**src/rtl/mem_wb_stage_buf.sv**
```systemverilog
// Elastic MEM->WB pipeline stage: two-entry skid buffer (head + skid) with valid/ready
// on both sides, control squashed on bubbles/flush, and sticky halt retirement tracking.
module mem_wb_stage_buf #(
   parameter int CTRL_W  = 4,
   parameter int DATA_W  = 52,
   parameter int HLT_BIT = 0
) (
   input  logic              clk,
   input  logic              rst,
   input  logic              flush,
   input  logic              in_valid,
   output logic              in_ready,
   input  logic [CTRL_W-1:0] in_ctrl,
   input  logic [DATA_W-1:0] in_data,
   output logic              out_valid,
   input  logic              out_ready,
   output logic [CTRL_W-1:0] out_ctrl,
   output logic [DATA_W-1:0] out_data,
   output logic [1:0]        occupancy,
   output logic              hlt_done
);

   logic              hValid_q, hValid_d;
   logic [CTRL_W-1:0] hCtrl_q,  hCtrl_d;
   logic [DATA_W-1:0] hData_q,  hData_d;
   logic              sValid_q, sValid_d;
   logic [CTRL_W-1:0] sCtrl_q,  sCtrl_d;
   logic [DATA_W-1:0] sData_q,  sData_d;
   logic [1:0]        occ_q,    occ_d;
   logic              haltLatched_q, haltLatched_d;
   logic              hltDone_q,     hltDone_d;
   logic              accept, pop, popHalt;

   assign in_ready  = ~sValid_q & ~haltLatched_q & ~flush;
   assign accept    = in_valid & in_ready;
   assign pop       = hValid_q & out_ready;
   assign popHalt   = pop & hCtrl_q[HLT_BIT];

   assign out_valid = hValid_q;
   assign out_ctrl  = hCtrl_q;
   assign out_data  = hData_q;
   assign occupancy = occ_q;
   assign hlt_done  = hltDone_q;

   // Head/skid update; ctrl registers are cleared whenever their entry becomes empty
   always_comb begin
      hValid_d = hValid_q;
      hCtrl_d  = hCtrl_q;
      hData_d  = hData_q;
      sValid_d = sValid_q;
      sCtrl_d  = sCtrl_q;
      sData_d  = sData_q;
      if (flush) begin
         hValid_d = 1'b0;
         hCtrl_d  = '0;
         sValid_d = 1'b0;
         sCtrl_d  = '0;
      end else if (!hValid_q) begin
         if (accept) begin
            hValid_d = 1'b1;
            hCtrl_d  = in_ctrl;
            hData_d  = in_data;
         end
      end else if (pop) begin
         if (sValid_q) begin
            hCtrl_d  = sCtrl_q;
            hData_d  = sData_q;
            sValid_d = 1'b0;
            sCtrl_d  = '0;
         end else if (accept) begin
            hCtrl_d  = in_ctrl;
            hData_d  = in_data;
         end else begin
            hValid_d = 1'b0;
            hCtrl_d  = '0;
         end
      end else if (accept) begin
         sValid_d = 1'b1;
         sCtrl_d  = in_ctrl;
         sData_d  = in_data;
      end
      occ_d = {1'b0, hValid_d} + {1'b0, sValid_d};
   end

   // A halt retiring in the same cycle as a flush is architectural, so it keeps the latch
   always_comb begin
      haltLatched_d = haltLatched_q;
      hltDone_d     = hltDone_q | popHalt;
      if (flush) begin
         if (!hltDone_q && !popHalt) begin
            haltLatched_d = 1'b0;
         end
      end else if (accept && in_ctrl[HLT_BIT]) begin
         haltLatched_d = 1'b1;
      end
   end

   always_ff @(posedge clk or negedge rst) begin
      if (!rst) begin
         hValid_q      <= 1'b0;
         hCtrl_q       <= '0;
         hData_q       <= '0;
         sValid_q      <= 1'b0;
         sCtrl_q       <= '0;
         sData_q       <= '0;
         occ_q         <= 2'd0;
         haltLatched_q <= 1'b0;
         hltDone_q     <= 1'b0;
      end else begin
         hValid_q      <= hValid_d;
         hCtrl_q       <= hCtrl_d;
         hData_q       <= hData_d;
         sValid_q      <= sValid_d;
         sCtrl_q       <= sCtrl_d;
         sData_q       <= sData_d;
         occ_q         <= occ_d;
         haltLatched_q <= haltLatched_d;
         hltDone_q     <= hltDone_d;
      end
   end

endmodule

```
**config.mk**
```make
export PLATFORM = sky130hd
export DESIGN_NAME = mem_wb_stage_buf
export DESIGN_NICKNAME = d
export VERILOG_FILES = /design/src/rtl/mem_wb_stage_buf.sv
export SDC_FILE = /design/constraint.sdc
export NUM_CORES = 1
export LEC_CHECK = 0
export ABC_AREA = 1
export CORE_ASPECT_RATIO = 2
export CORE_MARGIN = 2
export CORE_UTILIZATION = 40
export DETAILED_ROUTE_END_ITERATION = 12
export PLACE_DENSITY_LB_ADDON = 0.2
export SLEW_MARGIN = 20
export SYNTH_ARGS = -nofsm -noshare
export SYNTH_HDL_FRONTEND = slang
export SYNTH_SLANG_ARGS = --single-unit
```
**constraint.sdc**
```tcl
create_clock -name clk -period 1.8 [get_ports clk]
set_clock_uncertainty 0.05 [all_clocks]
set_input_delay 0.45 -clock clk [delete_from_list [all_inputs] [get_ports clk]]
set_output_delay 0.45 -clock clk [all_outputs]
set_load 0.02 [all_outputs]
```
==> impl_results.md <==
* CTS tree: built
* GRT Resource Usage Total at 0.1867
* Fin cells at between 800 and 900
* F_max at roughly 580 MHz
* Total power at 8912 uW
* Chip width at 84.05 um
* Setup bufs post-CTS at 0
* RSZ-0062 raised after global routing: false
* Final setup viols at 0
* Port-buffer cells at 121
* Max-slew headroom at 0.7797
* Ant. Diodes at 0
* Final Hold Fails at 0
* Critical path endpoint category: output port
* Cell area power density at 1263 mW/mm2
* Synth warn at 0
* Area growth, synth to finish at 37.61%
* Most frequent cells in the layout: nand2_1, dfrtp_1, o21ai_0
* Initial antenna violation count at 0
* Via density at 4.954
* Clock Latency Late Sink at 0.40 ns
* Sequential-to-total area share from yosys stat at 0.5760
* I/O pins at 122
* # Max-Cap Violations at 0
* Critical path arrival at 1.23 ns
* Drt first-iter violations at ~220
* Share of cells above drive strength 1 at 0.08368
* Min cycle time layout at around 1.7 ns
* Max FO, Critical Path at 2
* First-pass GRT wire length at 20470 um
* Utilization after layout at 0.5619
* Top-area cell type share of the netlist area at 0.5760
* CORE AREA at 0.01255 mm2
* Initial Util at 0.4083
* CP startpoint kind: input pin
* Worst-margin pin slew at 0.3305 ns
* CP startpoint: flush
* Crit path required time at 1.30 ns
* Met1 Usage GRT at 0.1948
* DR WL/cell at 13.65 um
* Part of the cycle the worst path needs at 0.9587
* Row count at 58
* Post-DP HPWL at 8293 um
* Slew Viols, Final at 0
* Inserted Clock Buffers at 17
* Peak VDD IR at 765.3 uV
* Pre-CTS setup slack at -0.3637 ns
* Leading area contributor after synthesis: dfrtp_1
* Max clock buf depth at 2
* Final wirelength at 12000 um
* Worst reg2reg startpoint: sValid_q$_DFF_PN0_
* GP Congestion at 0.8115
* H-tree depth at 4
* Die area at 0.01379 mm2
* Sink Count at 118
* Post-synthesis cell area at 0.005126 mm2
* Syn_nets at 653
* Post-route ant nets at 0
* Status: finished clean
* Commonest non-fill, non-tap cell in the layout: nand2_1
* Final Cell Area at 0.007054 mm2
* Total grt overflow at 0
* Worst setup path class: in2out
* Unique cell type count in the Yosys netlist at 22
* Root Driver: clkbuf_16
* Placed cell areas at 0.006541 mm2
* Hold Startpoint: out_ctrl[3]$_DFFE_PN0P_
* Nets at 780
* Yosys reg bits at 118
* Cells after Synth at 591
* Routing usage on met2 at 0.3506
* DRC errors left at 0
* Setup ws final at 0.07435 ns
* Pin count of the biggest net entering global routing at 64
* Most used routing layer: met2
* Hold Crit Class: reg2reg
* CTS clk-pin slew, worst paths at approximately 0.050 ns
* Met3 usage at 0.05075
* LEAKAGE at roughly 0.0034 uW
* Synth area leaders: dfrtp_1, nand2_1, o21ai_0
* First-pass iteration count of the detailed router at 4
* Die height at around 160 um
* Vias in the first global route at 4449
* Post-Place Cells at 848
* Vias at approximately 4400
* Avg Cell Area, Syn at 8.674 um2
==> worst max-delay path, cell delays in order <==
cell and delay, ns:
clkdlybuf4s50_1 0.42, nor3_1 0.17, buf_2 0.19
==> Yosys cell counts (all sizes together) <==
cell type	instances
o21ai	159
nor2	5
a21o	1
inv	63
clkbuf	8
dfrtp	118
nand3	11
o21bai	1
a21oi	3
nor3	1
ha	1
nand2	193
nand4	2
buf	25
==> cell type report <==
cell class	count	area (um2)
multi-input cells	377	1699
clock inverters	9	101.3
well taps	150	187.7
repair buffers	141	1394
inverters	63	237.7
flip-flops and latches	118	2954
fillers	1153	5500
clock buffers	21	480.5
==> metrics by stage <==
stage | hold WS (ns) | TNS [ns]
after floorplan | 0.1044 | 0
after global placement | 0.3195 | -14.67
after detailed placement | 0.3256 | -18.17
after CTS | 0.4248 | 0
after global routing | 0.4480 | 0
final | 0.4151 | 0
==> cell families after synthesis <==
| kind of cell | Yosys count | synth area share |
|---|---|---|
| buffers and inverters | 96 | 0.09349 |
| adders and majority gates | 1 | 0.002440 |
| AOI/OAI and AO/OA | 164 | 0.1611 |
| and+or+nand+nor | 212 | 0.1670 |
| DFF | 118 | 0.5760 |
==> power by group <==
| group | internal [uW] | switching [uW] | total [uW] |
|---|---|---|---|
| clock | 2160 | 1120 | 3270 |
| combinational | 805 | 1170 | 1970 |
| sequential | 3380 | 286 | 3670 |
==> routing by layer <==
metal | vias to the layer above | part of all wire
li1 | 2140 | -
met1 | 2092 | 0.38
met2 | 105 | 0.56
met3 | 18 | 0.041
met4 | 0 | 0.017
met5 | - | 0
==> sequential cells by signal, summed over array words and instances, names as in the netlist <==
| register | cells |
|---|---|
| haltLatched_q | 1 |
| hlt_done | 1 |
| occupancy | 2 |
| out_ctrl | 4 |
| out_data | 52 |
| out_valid | 1 |
| sCtrl_q | 4 |
| sData_q | 52 |
| sValid_q | 1 |
==> repair_timing <==
action | 4_1_cts | 5_1_grt
hold buffers | 1 | 0
setup endpoints to repair | 61 | 1
hold endpoints to repair | 20 | 0
gates resized for setup | 65 | 1
==> final timing paths <==
check | slack (ns) | cells after the start | end
min | 0.42 | 2 | out_ctrl[3]$_DFFE_PN0P_
max in group asynchronous | 0.63 | 3 | out_data[6]$_DFFE_PN0P_
min in group asynchronous | 0.44 | 2 | out_data[39]$_DFFE_PN0P_
min reg2reg | 0.42 | 2 | out_ctrl[3]$_DFFE_PN0P_
max | 0.07 | 3 | in_ready
max reg2reg | 0.21 | 8 | out_data[18]$_DFFE_PN0P_
(Power assumes the default switching activity.)
